**config.mk**
```make
export PLATFORM = sky130hd
export DESIGN_NAME = lvt_wr_sched_flat
export DESIGN_NICKNAME = d
export VERILOG_FILES = /design/src/rtl/lvt_wr_sched_if.sv /design/src/rtl/lvt_wr_sched.sv /design/src/flat_wrapper.sv
export SDC_FILE = /design/constraint.sdc
export NUM_CORES = 1
export LEC_CHECK = 0
export ABC_AREA = 1
export BUFFER_PORTS_ARGS = -buffer_cell sky130_fd_sc_hd__clkbuf_2
export CAP_MARGIN = 20
export CORE_UTILIZATION = 59
export DETAILED_ROUTE_END_ITERATION = 6
export GPL_ROUTABILITY_DRIVEN = 0
export PLACE_DENSITY_LB_ADDON = 0.2
export SYNTH_ARGS = -nofsm -noshare
export SYNTH_HDL_FRONTEND = slang
export SYNTH_SLANG_ARGS = --single-unit
```
**constraint.sdc**
```tcl
create_clock -name clk -period 6.7 [get_ports clk]
set_clock_uncertainty 0.1 [all_clocks]
set_input_delay 0.335 -clock clk [delete_from_list [all_inputs] [get_ports clk]]
set_output_delay 0.335 -clock clk [all_outputs]
set_load 0.02 [all_outputs]
```
**src/rtl/lvt_wr_sched_if.sv**
```systemverilog
// Request/read handshake bundle between the requesters and the LVT write scheduler.
// Valid/ready rule: a transfer happens in a cycle where valid and ready are both
// high at the rising clock edge; a requester holds valid and its payload stable
// until it sees ready.
interface lvt_wr_sched_if #(
  parameter int NREQ = 4,
  parameter int AW   = 7,
  parameter int DW   = 5
);
  logic [NREQ-1:0]    req_valid;
  logic [NREQ*AW-1:0] req_addr;
  logic [NREQ*DW-1:0] req_data;
  logic [NREQ-1:0]    req_ready;
  logic               rd_valid_in;
  logic [AW-1:0]      rd_addr;
  logic               rd_ready;
  logic               rd_valid;
  logic [DW-1:0]      rd_data;

  // Requester side
  modport master (
    output req_valid, req_addr, req_data, rd_valid_in, rd_addr,
    input  req_ready, rd_ready, rd_valid, rd_data
  );

  // Scheduler side
  modport slave (
    input  req_valid, req_addr, req_data, rd_valid_in, rd_addr,
    output req_ready, rd_ready, rd_valid, rd_data
  );
endinterface

```
**src/rtl/lvt_wr_sched.sv**
```systemverilog
// LVT write scheduler: after a zero-fill sweep of the memory, arbitrates four
// write requesters onto two LVT write ports (round-robin, second grant must hit a
// different address than the first) and pipelines single-port reads.
module lvt_wr_sched #(
  parameter int NREQ = 4,
  parameter int AW   = 7,
  parameter int DW   = 5
) (
  input  logic          clk,
  input  logic          rst,
  input  logic          cfg_clear,
  lvt_wr_sched_if.slave bus,
  output logic          wr0_en,
  output logic [AW-1:0] wr0_addr,
  output logic [DW-1:0] wr0_data,
  output logic          wr1_en,
  output logic [AW-1:0] wr1_addr,
  output logic [DW-1:0] wr1_data,
  output logic          rd0_en,
  output logic [AW-1:0] rd0_addr,
  input  logic [DW-1:0] rd0_data,
  output logic          init_done,
  output logic [7:0]    coll_cnt,
  output logic          dbg_state
);

  typedef enum logic {INIT = 1'b0, RUN = 1'b1} state_t;

  state_t          state;
  logic [AW-1:0]   sweep;
  logic [1:0]      ptr;
  logic            rd_valid_q;

  logic            a_vld;
  logic            b_vld;
  logic            coll;
  logic [1:0]      a_idx;
  logic [1:0]      b_idx;
  logic [1:0]      idx;
  logic [AW-1:0]   a_addr;
  logic [AW-1:0]   b_addr;
  logic [AW-1:0]   cur_addr;
  logic [DW-1:0]   a_data;
  logic [DW-1:0]   b_data;
  logic [NREQ-1:0] grant;
  logic            rd_hs;

  // Round-robin scan from ptr: first valid wins port 0, next valid with a
  // different address wins port 1; same-address requesters met before port 1 is
  // filled are collisions. No grants on the cycle cfg_clear is taken, since the
  // following cycle already belongs to the sweep.
  always_comb begin
    a_vld    = 1'b0;
    b_vld    = 1'b0;
    coll     = 1'b0;
    a_idx    = 2'd0;
    b_idx    = 2'd0;
    idx      = ptr;
    a_addr   = '0;
    b_addr   = '0;
    cur_addr = '0;
    a_data   = '0;
    b_data   = '0;
    if (state == RUN && !cfg_clear) begin
      for (int k = 0; k < 4; k++) begin
        idx      = ptr + 2'(k);
        cur_addr = bus.req_addr[int'(idx)*AW +: AW];
        if (bus.req_valid[idx] && !b_vld) begin
          if (!a_vld) begin
            a_vld  = 1'b1;
            a_idx  = idx;
            a_addr = cur_addr;
            a_data = bus.req_data[int'(idx)*DW +: DW];
          end else if (cur_addr == a_addr) begin
            coll = 1'b1;
          end else begin
            b_vld  = 1'b1;
            b_idx  = idx;
            b_addr = cur_addr;
            b_data = bus.req_data[int'(idx)*DW +: DW];
          end
        end
      end
    end
  end

  // One-hot ready per granted requester.
  always_comb begin
    grant = '0;
    if (a_vld) grant[a_idx] = 1'b1;
    if (b_vld) grant[b_idx] = 1'b1;
  end

  assign rd_hs         = bus.rd_valid_in && (state == RUN);
  assign bus.req_ready = grant;
  assign bus.rd_ready  = (state == RUN);
  assign bus.rd_valid  = rd_valid_q;
  assign bus.rd_data   = rd0_data;
  assign init_done     = (state == RUN);
  assign dbg_state     = state;

  // Control FSM with registered memory-port outputs; the read pipeline keeps
  // running across cfg_clear so in-flight reads still complete.
  always_ff @(posedge clk) begin
    if (!rst) begin
      state      <= INIT;
      sweep      <= '0;
      ptr        <= 2'd0;
      coll_cnt   <= 8'd0;
      wr0_en     <= 1'b0;
      wr0_addr   <= '0;
      wr0_data   <= '0;
      wr1_en     <= 1'b0;
      wr1_addr   <= '0;
      wr1_data   <= '0;
      rd0_en     <= 1'b0;
      rd0_addr   <= '0;
      rd_valid_q <= 1'b0;
    end else begin
      rd0_en     <= rd_hs;
      rd0_addr   <= bus.rd_addr;
      rd_valid_q <= rd0_en;
      case (state)
        INIT: begin
          wr0_en   <= 1'b1;
          wr0_addr <= sweep;
          wr0_data <= '0;
          wr1_en   <= 1'b0;
          sweep    <= sweep + 1'b1;
          if (sweep == {AW{1'b1}}) state <= RUN;
        end
        RUN: begin
          if (cfg_clear) begin
            state  <= INIT;
            sweep  <= '0;
            wr0_en <= 1'b0;
            wr1_en <= 1'b0;
          end else begin
            wr0_en   <= a_vld;
            wr0_addr <= a_addr;
            wr0_data <= a_data;
            wr1_en   <= b_vld;
            wr1_addr <= b_addr;
            wr1_data <= b_data;
            if (b_vld)      ptr <= b_idx + 2'd1;
            else if (a_vld) ptr <= a_idx + 2'd1;
            if (coll && coll_cnt != 8'hFF) coll_cnt <= coll_cnt + 8'd1;
          end
        end
        default: state <= INIT;
      endcase
    end
  end

endmodule

```
**src/flat_wrapper.sv**
```systemverilog
// flat-port wrapper written by rule: the top's interface ports become plain ports
module lvt_wr_sched_flat 
#(
  parameter int NREQ = 4,
  parameter int AW   = 7,
  parameter int DW   = 5
)
  (clk, rst, cfg_clear, wr0_en, wr0_addr, wr0_data, wr1_en, wr1_addr, wr1_data, rd0_en, rd0_addr, rd0_data, init_done, coll_cnt, dbg_state, bus_req_valid, bus_req_addr, bus_req_data, bus_rd_valid_in, bus_rd_addr, bus_req_ready, bus_rd_ready, bus_rd_valid, bus_rd_data);
  lvt_wr_sched_if #(.NREQ(NREQ), .AW(AW), .DW(DW)) bus_i ();
  input  logic clk;
  input  logic rst;
  input  logic cfg_clear;
  output logic wr0_en;
  output logic [AW-1:0] wr0_addr;
  output logic [DW-1:0] wr0_data;
  output logic wr1_en;
  output logic [AW-1:0] wr1_addr;
  output logic [DW-1:0] wr1_data;
  output logic rd0_en;
  output logic [AW-1:0] rd0_addr;
  input  logic [DW-1:0] rd0_data;
  output logic init_done;
  output logic [7:0] coll_cnt;
  output logic dbg_state;
  input wire logic [$bits(bus_i.req_valid)-1:0] bus_req_valid;
  input wire logic [$bits(bus_i.req_addr)-1:0] bus_req_addr;
  input wire logic [$bits(bus_i.req_data)-1:0] bus_req_data;
  input wire logic [$bits(bus_i.rd_valid_in)-1:0] bus_rd_valid_in;
  input wire logic [$bits(bus_i.rd_addr)-1:0] bus_rd_addr;
  output wire logic [$bits(bus_i.req_ready)-1:0] bus_req_ready;
  output wire logic [$bits(bus_i.rd_ready)-1:0] bus_rd_ready;
  output wire logic [$bits(bus_i.rd_valid)-1:0] bus_rd_valid;
  output wire logic [$bits(bus_i.rd_data)-1:0] bus_rd_data;
  assign bus_i.req_valid = bus_req_valid;
  assign bus_i.req_addr = bus_req_addr;
  assign bus_i.req_data = bus_req_data;
  assign bus_i.rd_valid_in = bus_rd_valid_in;
  assign bus_i.rd_addr = bus_rd_addr;
  assign bus_req_ready = bus_i.req_ready;
  assign bus_rd_ready = bus_i.rd_ready;
  assign bus_rd_valid = bus_i.rd_valid;
  assign bus_rd_data = bus_i.rd_data;
  lvt_wr_sched #(.NREQ(NREQ), .AW(AW), .DW(DW)) u_core (.clk(clk), .rst(rst), .cfg_clear(cfg_clear), .bus(bus_i), .wr0_en(wr0_en), .wr0_addr(wr0_addr), .wr0_data(wr0_data), .wr1_en(wr1_en), .wr1_addr(wr1_addr), .wr1_data(wr1_data), .rd0_en(rd0_en), .rd0_addr(rd0_addr), .rd0_data(rd0_data), .init_done(init_done), .coll_cnt(coll_cnt), .dbg_state(dbg_state));
endmodule
```
Word level (Yosys, flattened, before mapping)
Index checks and enable logic that the tools add are counted.

Output and inout bits: 55. Bits in registers: 53. Logic and storage cells: 187. Input port bits: 68.

Eq/ne operators: 7. $add $sub $neg: 7. Reductions and logical operators: 16. Order comparisons: 8. $mul: 8. Shifts and indexed selects: 8. Multiplexer cells: 117. Bitwise logic cells: 3.

Operators with widths (count): $mux W7 (23); $shiftx A20 B32 Y5 (4); $shiftx A28 B32 Y7 (4); $mux W5 (19); $mux W1 (41); $mul A2 B3 Y5 const B (8); $mux W2 (20); $pmux W7 S2 (2); $eq A7 B7 Y1 (3); $lt A2 B3 Y1 const B (6); $pmux W5 S2 (1); $add A8 B1 Y8 const B (1); $bmux W1 S2 (4); $logic_and A1 B1 Y1 (8); $mux W4 (2); $ne A8 B8 Y1 const B (1); $add A7 B1 Y7 const B (1); $eq A7 B7 Y1 const B (1); $add A2 B1 Y2 const B (3); $pmux W1 S2 (3); $reduce_and A3 Y1 (2); $add A2 B2 Y2 const B (2); $demux W1 S2 (2); $ge A2 B1 Y1 const B (2); 6 further kinds (11).

Depth between registers and ports, before layout
Gate-level depths: netlist of run 1.

Depth after elaboration: 24. Depth in mapped cells: 28. Gate-level depth less buffers: 26.

Worst setup path before layout of run 1
Ideal clock, no wire load.

Path kind: register to output. Start: register u_core.ptr[0]. End: output port bus_req_ready[0]. Buffers on the path: 3. Path slack: 3.759 ns. Required time: 6.265 ns. Cell stages (with the launch flop): 20. Data arrival time: 2.506 ns. Cells stage by stage: dfxtp_1 > inv_2 > buf_6 > buf_6 > o21ai_2 > nand2_1 > nand2_1 > nand2_2 > nand2_1 > nand2_1 > inv_1 > nand2_1 > nor2_1 > nand2_1 > nand2_2 > buf_4 > nand4_1 > nand3_1 > inv_2 > o32ai_1.

Longest elaborated chain between the ends: 24. Elaborated cells between the ends (all ways): 86. Those cells by class: add/sub (3); mul (4); order compare (4); eq/ne (3); shift (4); mux (60); bitwise (1); reduce/logical (7).

Ends and longest elaborated chain: from (decl) (RTL line lvt_wr_sched.sv:31) `logic [1:0] ptr;`; from (signal assigned) (RTL line lvt_wr_sched.sv:145) `if (b_vld) ptr <= b_idx + 2'd1;`; from (signal assigned) (RTL line lvt_wr_sched.sv:146) `else if (a_vld) ptr <= a_idx + 2'd1;`; branches (longest 23 deep; another with $mul A2 B3 Y5); $mux W4 * (RTL line lvt_wr_sched.sv:91) `if (b_vld) grant[b_idx] = 1'b1;`; to (decl) (RTL line flat_wrapper.sv:30) `output wire logic [$bits(bus_i.req_ready)-1:0] bus_req_ready;`.

Mark *: on every way between the ends. The select of a mux whose other input is x is not followed.

Worst setup path after layout of run 1
Start: register u_core.ptr[1]. End: output port bus_req_ready[0].

The elaborated chain is that of the path after synthesis.

==> impl_results.md, run 1 <==
* Post-detailed-placement half-perimeter wirelength at 10200 microns
* Total number of vias at 5686
* Distinct cells, synth at 43
* CP peak stage delay at 0.71 ns
* Post-layout nets at 994
* Detailed Route WL at 13100 microns
* Cell Area, Placed at 0.00519 sq mm
* Worst endpoint data arrival time at 4.45 ns
* Count of instances resized after the clock tree is built at 0
* Final period utilization at 0.730
* Number of antenna violations at the first check in global routing at 0
* Worst reg2reg endpoint: u_core.ptr[1]$_SDFFE_PN0P_
* Core area at 0.00777 sq mm
* Hold buffers post-CTS at 0
* Worst skew pair latency at 0.31 ns
* Sinks on Clock Net at 53
* Post-synth top area share at 0.257
* First-iteration detailed-routing DRC count at 407
* Starting Density at 0.614
* Post-synthesis cell type with the largest combined area: sky130_fd_sc_hd__nand2_1
* Cells along the critical path: inv_2 -> nand2_1 -> nand2_1 -> nand2_1 -> nand2_2 -> nor2_2 -> nand2_4 -> clkinv_2 -> nand2_1 -> nand2_1 -> nand2_1 -> nand2_1 -> nand2_1 -> nor2_1 -> nand2_1 -> nand4_2 -> nand2_1 -> nand3_1 -> nand2_1 -> o32ai_1 -> clkbuf_2
* Highest attainable clock frequency at 205 MHz
* Worst path most repeated cell: sky130_fd_sc_hd__nand2_1
* Number of buffers and inverters on the critical path at 3
* Hold Crit Depth at 3
* Grt total ovfl at 0
* Kind of start point of the critical path: flop
* Count of pins on the block boundary at 123
* Number of cells traversed by the worst register-to-register path at 23
* Total nets after synthesis at 917
* TritonCTS clock tree: yes
* P_leak at 2.88 nW
* Total clock buffers created by CTS at 5
* Die Outline Area at 0.00844 sq mm
* Post-CTS Setup Inserts at 0
* Setup CP Type: reg2out
* Clock input transition at the sequential cells of the worst setup and hold paths at 0.10 ns
* Final hold violation count at 0
* Maximum fanout count along the critical path at 37
* Dpl cells at 1017
* R2R Path Start: u_core.ptr[1]$_SDFFE_PN0P_
* Post-synthesis instance total at 846
* Rows at 32
* Wire length of the first global-routing pass at 22100 microns
* Hold path startpoint: bus_rd_addr[2]
* Most used flip-flop cell after synthesis: sky130_fd_sc_hd__dfxtp_1
* Synth top area cells: sky130_fd_sc_hd__nand2_1 26%, sky130_fd_sc_hd__dfxtp_1 22%, sky130_fd_sc_hd__o21ai_0 9.0%
* Most utilized layer in the global route result: met2
* Slowest stage cell, crit path: sky130_fd_sc_hd__dfxtp_1
* Share of flip-flops with an asynchronous set or reset at 0
* Area grow syn2layout at 10.9%
* Worst endpoint required time at 6.26 ns
* Met3 Usage GRT at 0.0406
* DRC violations left at 0
* Share of synthesized area occupied by flip-flops and latches at 0.223
* Worst min-delay path endpoint: u_core.rd0_addr[2]$_SDFF_PN0_
* Post-route total power at 0.661 mW
* Number of max-cap violations at 0
* Routed length per placed instance at 12.7 microns
* Most numerous cell in the Yosys netlist: sky130_fd_sc_hd__nand2_1
* Number of global-route vias before repair at 5169
* Antenna Violating Nets Remaining at 0
* Iteration count of the initial detailed-routing pass at 5
* Post-synthesis instance area at 0.00477 sq mm
* Status: complete, no violations
* Max_slew headroom at 0.473
* RSZ-0062 raised after global routing: no
* Total Routing Usage GR at 0.315
* Flip-flop and latch count after synthesis at 53
* Root Driver: sky130_fd_sc_hd__clkbuf_8
* Type of the worst min-delay path: in2reg
* Global routing usage on met2 at 0.575
* Setup TNS after final layout at 0 ns
* Delay-heaviest family, CP: simple AND/OR/NAND/NOR gates
* Die outline width at 91.9 microns
* Number of synthesized flops with an enable pin at 0
* Count of input and output buffers at 112
* Area of all placed cells without fillers at 0.00529 sq mm
* Peak VDD IR at 0.000128 V
* Largest net degree at the start of global routing at 76
* Non-filler instance count after layout at 1026
* Final design utilization at 0.681
* Fin crit period at 4.89 ns
* Number of inserted diodes at 0
* Per-cell via count in the routed design at 5.54
* Endpoint kind of the worst setup timing path: output port
* Global Route met1 Usage at 0.372
* Worst-margin pin slew at 0.786 ns
* Height of the die at 91.9 microns
* Power density over cell area at 125 mW/mm^2
* Register-to-register setup slack at 2.34 ns
* Number of setup violations in the final report at 0
* Average footprint of a synthesized cell at 5.63 sq um
* Commonest cells in the netlist: 327 x sky130_fd_sc_hd__nand2_1, 107 x sky130_fd_sc_hd__inv_1, 86 x sky130_fd_sc_hd__o21ai_0
* Layout cells sized above 1 at 0.179
* Total count of max-transition violations in the final report at 0
* Yosys warning total at 0
* Max H-tree Level at 2
* CTS max path bufs at 2
## worst reg2reg max path: cells and delay by family (launching register included)
kind	cells	cell delay (ns)
and+or+nand+nor	20	2.85
buffers and inverters	3	0.59
DFF	1	0.71
## layout make-up
class	instances	area (sq um)
clock buffers	6	72.6
clock inverters	2	15.0
fillers	740	2480
inverters	119	448
multi-input cells	628	2970
flip-flops and latches	53	1060
well taps	102	128
repair buffers	116	594
## cells by family (layout without fill, tap and decap cells)
| family | after synthesis | in the layout | share of synthesized area |
|---|---|---|---|
| compound gates | 191 | 191 | 0.224 |
| simple gates | 431 | 431 | 0.385 |
| fa+ha+maj | 3 | 3 | 0.00787 |
| xor+xnor | 2 | 2 | 0.00368 |
| mux | 1 | 1 | 0.00236 |
| buf+inv | 165 | 243 | 0.155 |
| flops | 53 | 53 | 0.223 |
## flip-flops by register name, summed over array words and instances, names as in the netlist
register             cells
u_core.bus.rd_ready      1
u_core.wr1_en            1
u_core.rd0_addr          7
u_core.wr0_en            1
u_core.wr0_data          5
u_core.wr0_addr          7
u_core.wr1_data          5
u_core.sweep             7
u_core.wr1_addr          7
u_core.rd0_en            1
u_core.ptr               2
u_core.coll_cnt          8
u_core.bus.rd_valid      1
## where the power goes
group	internal, mW	switching, mW
combinational	0.0541	0.104
sequential	0.320	0.00301
clock	0.0739	0.106
## cell usage in the layout, fill, tap and decap left out, types with 5 or more instances in the layout
master,n
sky130_fd_sc_hd__a31oi_1,10
sky130_fd_sc_hd__inv_1,107
sky130_fd_sc_hd__o21ai_1,22
sky130_fd_sc_hd__o211ai_1,10
sky130_fd_sc_hd__inv_2,10
sky130_fd_sc_hd__nand3_1,43
sky130_fd_sc_hd__a21oi_1,40
sky130_fd_sc_hd__clkbuf_8,5
sky130_fd_sc_hd__nand2_1,327
sky130_fd_sc_hd__clkbuf_2,112
sky130_fd_sc_hd__dfxtp_1,52
sky130_fd_sc_hd__o21ai_0,86
sky130_fd_sc_hd__nor2_2,6
sky130_fd_sc_hd__nor2_1,26
sky130_fd_sc_hd__nand2_2,8
sky130_fd_sc_hd__o2111ai_1,6
## how the worst max path moves through the flow
stage	from	cells past startpoint	slack (ns)	endpoint
finish	u_core.ptr[1]$_SDFFE_PN0P_	21	1.81	bus_req_ready[0]
global route	u_core.ptr[1]$_SDFFE_PN0P_	21	1.28	bus_req_ready[1]
CTS	u_core.ptr[1]$_SDFFE_PN0P_	21	1.95	bus_req_ready[0]
detailed placement	u_core.ptr[1]$_SDFFE_PN0P_	20	2.12	u_core.wr0_addr[4]$_SDFFE_PN0P_
global placement	u_core.ptr[1]$_SDFFE_PN0P_	20	2.39	u_core.wr0_addr[4]$_SDFFE_PN0P_
floorplan	u_core.ptr[0]$_SDFFE_PN0P_	19	3.76	bus_req_ready[0]
## routing by layer
layer	routed length [microns]	vias up
li1	-	2864
met1	5430	2548
met2	6430	228
met3	721	46
met4	470	0
met5	0	-
## metrics by stage
stage	setup slack [ns]	hold WS (ns)
finish	1.81	0.108
global route	1.28	0.108
CTS	1.95	0.105
detailed placement	2.12	0.344
global placement	2.39	0.323
floorplan	3.76	0.333
Note: power is estimated with default switching activity, not from simulation.
==> run 2, diff against run 1 <==
--- a/config.mk
+++ b/config.mk
@@ -5,10 +5,10 @@
 export SDC_FILE = /design/constraint.sdc
 export NUM_CORES = 1
 export LEC_CHECK = 0
-export ABC_AREA = 1
+export ABC_AREA = 0
 export BUFFER_PORTS_ARGS = -buffer_cell sky130_fd_sc_hd__clkbuf_2
 export CAP_MARGIN = 20
-export CORE_UTILIZATION = 59
+export CORE_UTILIZATION = 50
 export DETAILED_ROUTE_END_ITERATION = 6
 export GPL_ROUTABILITY_DRIVEN = 0
 export PLACE_DENSITY_LB_ADDON = 0.2
==> constraint.sdc (replaced) <==
create_clock -name clk -period 3.9 [get_ports clk]
set_clock_uncertainty 0.1 [all_clocks]
set_input_delay 0.195 -clock clk [delete_from_list [all_inputs] [get_ports clk]]
set_output_delay 0.195 -clock clk [all_outputs]
set_load 0.02 [all_outputs]
==> run 2 against run 1 <==
Net effect: the flow now finishes with violations (design-rule violations, negative setup slack); sequential share of layout area decreased by 3.6 points; routed wire length up 27%; hold slack worse by 0.10 ns; area after synthesis up 7.7%; first-iteration DRC count is 11% higher; combinational power rose by 140%; cell area rose by 23%; largest power group unchanged; highest routed layer unchanged.
==> impl_results.md, run 2 <==
* Total clock buffers created by CTS at 5 (unchanged)
* Fin crit period at 3.93 ns
* Antenna Violating Nets Remaining at 0 (unchanged)
* Routed length per placed instance at 17.9 microns (was 12.7 microns)
* Wire length of the first global-routing pass at 25200 microns (was 22100 microns)
* Layout cells sized above 1 at 0.340 (was 0.179)
* Post-synthesis cell type with the largest combined area: sky130_fd_sc_hd__dfxtp_1 (was sky130_fd_sc_hd__nand2_1)
* Post-layout nets at 866 (was 994)
* Count of pins on the block boundary at 123 (unchanged)
* Distinct cells, synth at 66 (was 43)
* Share of the synthesized area in compound gates (AO/OA/AOI/OAI) at 0.250 (was 0.224)
* Max H-tree Level at 2 (unchanged)
* Die Outline Area at 0.0107 sq mm (was 0.00844 sq mm)
* Combinational family with the most area after synthesis: simple AND/OR/NAND/NOR gates (unchanged)
* Maximum fanout count along the critical path at 6 (was 37)
* Status: complete, but fails checks (was complete, no violations)
* Worst skew pair latency at 0.31 ns (about the same)
* Area grow syn2layout at 26.4% (was 10.9%)
* Number of synthesized flops with an enable pin at 0 (unchanged)
* Share of flip-flops with an asynchronous set or reset at 0 (unchanged)
* Worst-margin pin slew at 0.770 ns (was 0.786 ns)
* Worst endpoint required time at 3.61 ns (was 6.26 ns)
* Count of input and output buffers at 112 (unchanged)
* Kind of start point of the critical path: flop (unchanged)
* Rows at 36 (was 32)
* First-iteration detailed-routing DRC count at 453 (was 407)
* Commonest cells in the netlist: 66 x sky130_fd_sc_hd__o21ai_0, 63 x sky130_fd_sc_hd__nor2_1, 53 x sky130_fd_sc_hd__dfxtp_1, 53 x sky130_fd_sc_hd__nand2_1, 44 x sky130_fd_sc_hd__a21oi_1 (was 327 x sky130_fd_sc_hd__nand2_1, 107 x sky130_fd_sc_hd__inv_1, 86 x sky130_fd_sc_hd__o21ai_0)
* P_leak at 2.53 nW (was 2.88 nW)
* Root Driver: sky130_fd_sc_hd__clkbuf_8 (unchanged)
* Die outline width at 103 microns (was 91.9 microns)
* Average footprint of a synthesized cell at 7.66 sq um (was 5.63 sq um)
* Final Worst Setup Slack at -0.0290 ns (was 1.81 ns)
* Post-synthesis instance area at 0.00513 sq mm (was 0.00477 sq mm)
* Largest register FFs at 8 (unchanged)
* Endpoint kind of the worst setup timing path: output port (unchanged)
* Most frequent standard cell in the layout excluding fill and tap cells: sky130_fd_sc_hd__clkbuf_2 (was sky130_fd_sc_hd__nand2_1)
* Number of setup violations in the final report at 2 (was 0)
* Grt total ovfl at 0 (unchanged)
* Clock input transition at the sequential cells of the worst setup and hold paths at 0.11 ns (was 0.10 ns)
* Number of antenna violations at the first check in global routing at 0 (unchanged)
* Post-detailed-placement half-perimeter wirelength at 11700 microns (was 10200 microns)
* Highest attainable clock frequency at 255 MHz
* Number of inserted diodes at 0 (unchanged)
* Height of the die at 103 microns (was 91.9 microns)
* Leading cell types in the layout, fill and taps excluded: 109 x sky130_fd_sc_hd__clkbuf_2, 65 x sky130_fd_sc_hd__o21ai_0, 61 x sky130_fd_sc_hd__nor2_1 (was 327 x sky130_fd_sc_hd__nand2_1, 112 x sky130_fd_sc_hd__clkbuf_2, 107 x sky130_fd_sc_hd__inv_1)
* Post-synthesis instance total at 670 (was 846)
* Final period utilization at 1.01
* Iteration count of the initial detailed-routing pass at 7 (was 5)
* Peak VDD IR at 0.000190 V (was 0.000128 V)
* Final hold violation count at 0 (unchanged)
* DRC violations left at 1 (was 0)
* Share of the synthesized netlist area taken by xor and xnor gates at 0.0205 (was 0.00367)
* TritonCTS clock tree: yes (unchanged)
* Power density over cell area at 195 mW/mm^2 (was 125 mW/mm^2)
* Detailed Route WL at 16600 microns (was 13100 microns)
* Yosys warning total at 0 (unchanged)
* Per-cell via count in the routed design at 6.29 (was 5.54)
* Failing checks: design-rule violations, negative setup slack
* Simple-gate area share of the yosys netlist at 0.252 (was 0.385)
* Max_slew headroom at 0.486 (was 0.473)
* Type of the worst min-delay path: in2reg (unchanged)
* Largest net degree at the start of global routing at 34 (was 76)
* Number of global-route vias before repair at 5171 (was 5169)
* Setup TNS after final layout at -0.0375 ns (was 0 ns)
* Worst endpoint data arrival time at 3.63 ns (was 4.45 ns)
* Hold slack at 0.00507 ns (was 0.108 ns)
* Setup CP Type: reg2out (unchanged)
* Total number of vias at 5848 (was 5686)
* Total nets after synthesis at 741 (was 917)
* Most used flip-flop cell after synthesis: sky130_fd_sc_hd__dfxtp_1 (unchanged)
* Total count of max-transition violations in the final report at 0 (unchanged)
* Synthesized-area fraction occupied by adder cells at 0.00731 (was 0.00787)
* Flip-flop and latch count after synthesis at 53 (unchanged)
* Share of synthesized area occupied by flip-flops and latches at 0.207 (was 0.223)
* CTS max path bufs at 2 (unchanged)
* Register bank with the most flops: u_core.coll_cnt (unchanged)
* Share of synthesized area spent on multiplexers at 0.195 (was 0.00236)
* Post-synth top area share at 0.207 (was 0.257)
* Core area at 0.00986 sq mm (was 0.00777 sq mm)
* Place WS at 0.200 ns (was 2.12 ns)
* Synth top area cells: sky130_fd_sc_hd__dfxtp_1 21%, sky130_fd_sc_hd__mux2i_1 7.4%, sky130_fd_sc_hd__o21ai_0 6.4% (was sky130_fd_sc_hd__nand2_1 26%, sky130_fd_sc_hd__dfxtp_1 22%, sky130_fd_sc_hd__o21ai_0 9.0%)
* Starting Density at 0.520 (was 0.614)
* Most numerous cell in the Yosys netlist: sky130_fd_sc_hd__o21ai_0 (was sky130_fd_sc_hd__nand2_1)
* Sinks on Clock Net at 53 (unchanged)
* Number of max-cap violations at 0 (unchanged)
* Total Routing Usage GR at 0.297 (was 0.315)
* RSZ-0062 raised after global routing: yes (was no)
-- run 2: per-stage QoR --
stage | power, mW | instance area [sq um] | utilization | std cells
detailed placement | 0.901 | 5850 | 0.593 | 885
global route | 1.33 | 6490 | 0.658 | 929
finish | 1.26 | 6490 | 0.658 | 929
floorplan | 0.788 | 5130 | - | 670
global placement | 0.892 | 5850 | 0.593 | 885
CTS | 1.24 | 6120 | 0.620 | 906
-- run 2: logic make-up after synthesis --
group                      count (synthesis)
AOI/OAI and AO/OA                        199
xor gates and xnor gates                  12
adders and majority gates                  3
buffers and inverters                     76
DFF                                       53
muxes                                     79
and+or+nand+nor                          248
-- run 2: where the power goes --
group          switching (mW)  internal (mW)  total [mW]  leakage, nW
Combinational           0.216          0.164       0.380         2.05
Clock                   0.201          0.130       0.332       0.0447
Sequential            0.00500          0.548       0.553        0.432
Total                   0.422          0.842        1.26         2.53
-- run 2: metal layers --
layer	global-route usage	wire, microns	vias to the layer above
met2	0.516	8120	298
met5	0	0	-
met4	0.0932	409	0
li1	-	-	2743
met1	0.385	6840	2769
met3	0.0370	1250	38
-- run 2: final timing paths --
kind | to | slack, ns | startpoint | depth (start not counted)
setup reg to reg | u_core.coll_cnt[7]$_SDFFE_PN0P_ | 0.07 | u_core.ptr[1]$_SDFFE_PN0P_ | 14
setup / recovery | bus_req_ready[0] | -0.03 | u_core.ptr[1]$_SDFFE_PN0P_ | 14
hold / removal | u_core.rd0_addr[1]$_SDFF_PN0_ | 0.005 | bus_rd_addr[1] | 2
hold reg to reg | u_core.bus.rd_valid$_SDFF_PN0_ | 0.38 | u_core.rd0_en$_SDFF_PN0_ | 1
-- run 2: final cells by class --
type	instances	area (sq um)
Multi-Input combinational cell	541	3920
Fill cell	808	3380
Timing Repair Buffer	184	1200
Sequential cell	53	1070
Tap cell	133	166
Clock buffer	5	68.8
Inverter	10	37.5
Clock inverter	3	25.0
-- run 2: what timing repair did --
item	in CTS	in global routing
hold endpoints to repair	6	0
hold buffers	6	0
resized for setup	11	45
pin swaps	3	15
buffers inserted	6	23
endpoints found under the setup margin	4	7
gates cloned	1	1
-- run 2: worst max-delay path, cell delays in order (launching register included) --
cell and delay, ns:
sky130_fd_sc_hd__dfxtp_4 0.37, sky130_fd_sc_hd__buf_6 0.13, sky130_fd_sc_hd__buf_8 0.13, sky130_fd_sc_hd__or4b_4 0.52, sky130_fd_sc_hd__and3_4 0.23, sky130_fd_sc_hd__o311ai_4 0.28, sky130_fd_sc_hd__buf_4 0.17, sky130_fd_sc_hd__xnor2_2 0.10
sky130_fd_sc_hd__o2111ai_2 0.15, sky130_fd_sc_hd__nor4_2 0.37, sky130_fd_sc_hd__buf_4 0.18, sky130_fd_sc_hd__or2b_1 0.11, sky130_fd_sc_hd__nor2_1 0.04, sky130_fd_sc_hd__or3b_4 0.39, sky130_fd_sc_hd__buf_8 0.14
==> run 3, diff against run 2 <==
--- a/config.mk
+++ b/config.mk
@@ -8,6 +8,7 @@
 export ABC_AREA = 0
 export BUFFER_PORTS_ARGS = -buffer_cell sky130_fd_sc_hd__clkbuf_2
 export CAP_MARGIN = 20
+export CORE_MARGIN = 10
 export CORE_UTILIZATION = 50
 export DETAILED_ROUTE_END_ITERATION = 6
 export GPL_ROUTABILITY_DRIVEN = 0
==> run 3 against run 2 <==
Net effect: the run now ends clean; first-iteration DRC count rose by 39%; cell area rose by 1.4%; final cell count increased by 0.54%; largest power group unchanged; highest routed layer is now met5.
==> impl_results.md, run 3 (synthesized netlist as in run 2, its figures left out) <==
* Status: complete, no violations (was complete, but fails checks)
* Number of setup violations in the final report at 0 (was 2)
* Worst endpoint required time at 3.61 ns (about the same)
* Register bank with the most flops: u_core.coll_cnt (unchanged)
* Maximum fanout count along the critical path at 10 (was 6)
* Count of pins on the block boundary at 123 (unchanged)
* Cells along the critical path: buf_6 -> buf_12 -> mux4_2 -> o41a_1 -> buf_4 -> o21ai_1 -> nand4_1 -> o41ai_4 -> buf_4 -> nand2b_1 -> nor2_4 -> a21oi_1 -> o221ai_2 -> buf_4 (was buf_6 -> buf_8 -> or4b_4 -> and3_4 -> o311ai_4 -> buf_4 -> xnor2_2 -> o2111ai_2 -> nor4_2 -> buf_4 -> or2b_1 -> nor2_1 -> or3b_4 -> buf_8)
* Delay-heaviest family, CP: compound AO/OA/AOI/OAI gates (was simple AND/OR/NAND/NOR gates)
* Number of inserted diodes at 0 (unchanged)
* Peak VDD IR at 0.000227 V (was 0.000190 V)
* Final design utilization at 0.667 (was 0.658)
* Total count of max-transition violations in the final report at 0 (unchanged)
* Worst skew pair latency at 0.31 ns (about the same)
* Worst reg2reg endpoint: u_core.coll_cnt[7]$_SDFFE_PN0P_ (unchanged)
* Setup TNS after final layout at 0 ns (was -0.0375 ns)
* Worst min-delay path endpoint: u_core.wr0_data[2]$_SDFFE_PN0P_ (was u_core.rd0_addr[1]$_SDFF_PN0_)
* Core area at 0.00986 sq mm (unchanged)
* Footprint of the multi-input gates at 0.00393 sq mm (was 0.00392 sq mm)
* Post-layout nets at 871 (was 866)
* Worst endpoint data arrival time at 3.59 ns (was 3.63 ns)
* Dpl cells at 884 (was 885)
* Starting Density at 0.520 (unchanged)
* Total number of vias at 5898 (was 5848)
* Die Outline Area at 0.0147 sq mm (was 0.0107 sq mm)
* Storage cell area at 0.00107 sq mm (unchanged)
* Per-cell via count in the routed design at 6.31 (was 6.29)
* Endpoint kind of the worst setup timing path: output port (unchanged)
* Number of global-route vias before repair at 5578 (was 5171)
* Register-to-register setup slack at 0.16 ns (was 0.07 ns)
* Worst path most repeated cell: sky130_fd_sc_hd__buf_4
* Slowest stage cell, crit path: sky130_fd_sc_hd__mux4_2 (was sky130_fd_sc_hd__or4b_4)
* Sinks on Clock Net at 53 (unchanged)
* Cell Area, Placed at 0.00585 sq mm (about the same)
* Kind of start point of the critical path: flop (unchanged)
* CTS max path bufs at 2 (unchanged)
* Max_slew headroom at 0.488 (was 0.486)
* Setup CP Type: reg2out (unchanged)
* First-iteration detailed-routing DRC count at 631 (was 453)
* Number of antenna violations at the first check in global routing at 1 (was 0)
* Fin crit period at 3.89 ns (was 3.93 ns)
* FILL cells at 847 (was 808)
* Routed length per placed instance at 19.1 microns (was 17.9 microns)
* Total Routing Usage GR at 0.220 (was 0.297)
* Final hold violation count at 0 (unchanged)
* Leading cell types in the layout, fill and taps excluded: 109 x sky130_fd_sc_hd__clkbuf_2, 63 x sky130_fd_sc_hd__buf_4, 62 x sky130_fd_sc_hd__nor2_1 (was 109 x sky130_fd_sc_hd__clkbuf_2, 65 x sky130_fd_sc_hd__o21ai_0, 61 x sky130_fd_sc_hd__nor2_1)
* Type of the worst min-delay path: in2reg (unchanged)
* Max H-tree Level at 2 (unchanged)
* Clock input transition at the sequential cells of the worst setup and hold paths at 0.10 ns (was 0.11 ns)
* Hold path startpoint: cfg_clear (was bus_rd_addr[1])
* Worst-margin pin slew at 0.767 ns (was 0.770 ns)
* Number of buffers and inverters on the critical path at 5 (unchanged)
* Rows at 36 (unchanged)
* TritonCTS clock tree: yes (unchanged)
* P_leak at 2.57 nW (was 2.53 nW)
* Detailed Route WL at 17900 microns (was 16600 microns)
* Die outline width at 121 microns (was 103 microns)
* Count of input and output buffers at 112 (unchanged)
* Layout cells sized above 1 at 0.346 (was 0.340)
* Highest attainable clock frequency at 257 MHz (was 255 MHz)
* Number of max-cap violations at 0 (unchanged)
* Wire length of the first global-routing pass at 27200 microns (was 25200 microns)
* Largest register FFs at 8 (unchanged)
* CP peak stage delay at 0.53 ns (was 0.52 ns)
* Root Driver: sky130_fd_sc_hd__clkbuf_8 (unchanged)
* Most frequent standard cell in the layout excluding fill and tap cells: sky130_fd_sc_hd__clkbuf_2 (unchanged)
* Hold Crit Depth at 3 (was 2)
* Height of the die at 121 microns (was 103 microns)
* Final period utilization at 0.997 (was 1.01)
* Area of all placed cells without fillers at 0.00658 sq mm (was 0.00649 sq mm)
* Post-detailed-placement half-perimeter wirelength at 12700 microns (was 11700 microns)
* Power density over cell area at 193 mW/mm^2 (was 195 mW/mm^2)
* Iteration count of the initial detailed-routing pass at 6 (was 7)
* Total clock buffers created by CTS at 5 (unchanged)
* Antenna Violating Nets Remaining at 0 (unchanged)
* Number of cells traversed by the worst register-to-register path at 13 (was 14)
* Area grow syn2layout at 28.2% (was 26.4%)
* Largest net degree at the start of global routing at 32 (was 34)
* Non-filler instance count after layout at 934 (was 929)
* R2R Path Start: u_core.ptr[1]$_SDFFE_PN0P_ (unchanged)
* Grt total ovfl at 0 (unchanged)
* DRC violations left at 0 (was 1)
run 3: final cells by class:
class,count,area share
clock inverters,3,0.00380
flip-flops and latches,53,0.162
well taps,133,0.0253
inverters,10,0.00570
repair buffers,189,0.195
multi-input cells,541,0.598
clock buffers,5,0.0105
run 3: worst max-delay path by stage:
stage | from | endpoint | slack (ns) | depth (start not counted)
after floorplan | u_core.ptr[1]$_SDFFE_PN0P_ | u_core.coll_cnt[3]$_SDFFE_PN0P_ | 0.15 | 13
after global placement | u_core.ptr[1]$_SDFFE_PN0P_ | bus_req_ready[1] | 0.23 | 11
after detailed placement | u_core.ptr[1]$_SDFFE_PN0P_ | u_core.coll_cnt[7]$_SDFFE_PN0P_ | 0.13 | 10
after CTS | u_core.ptr[1]$_SDFFE_PN0P_ | bus_req_ready[1] | 0.007 | 12
after global routing | u_core.ptr[1]$_SDFFE_PN0P_ | bus_req_ready[3] | -0.15 | 13
final | u_core.ptr[1]$_SDFFE_PN0P_ | bus_req_ready[2] | 0.01 | 14
run 3: power by group:
group / switching, mW / internal (mW)
sequential: 0.00498 / 0.548
clock: 0.200 / 0.130
combinational: 0.222 / 0.166
total: 0.428 / 0.845
run 3: tightest hold or removal path, cell delays in order:
cell,delay (ns)
sky130_fd_sc_hd__clkbuf_2,0.27
sky130_fd_sc_hd__a21oi_1,0.11
sky130_fd_sc_hd__nor2_1,0.07
run 3: timing repair:
action / CTS / global route
hold endpoints to repair: 6 / 2
endpoints found under the setup margin: 4 / 4
pin swaps: 4 / 7
buffers inserted: 13 / 18
resized for setup: 18 / 39
gates cloned: 2 / 1
hold buffers: 6 / 2
run 3: per-layer routing:
layer / GRT usage / share of wire
met1: 0.270 / 0.40
met2: 0.363 / 0.48
met3: 0.0489 / 0.087
met4: 0.0902 / 0.036
met5: 0 / 0.00073
run 3: per-stage QoR:
| step | worst slack [ns] | power [mW] | hold WS [ns] |
|---|---|---|---|
| floorplan | 0.153 | 0.788 | 0.222 |
| global placement | 0.225 | 0.892 | 0.290 |
| detailed placement | 0.129 | 0.899 | 0.290 |
| CTS | 0.00743 | 1.25 | 0.00194 |
| global route | -0.148 | 1.33 | 0.290 |
| finish | 0.0130 | 1.27 | 0.272 |
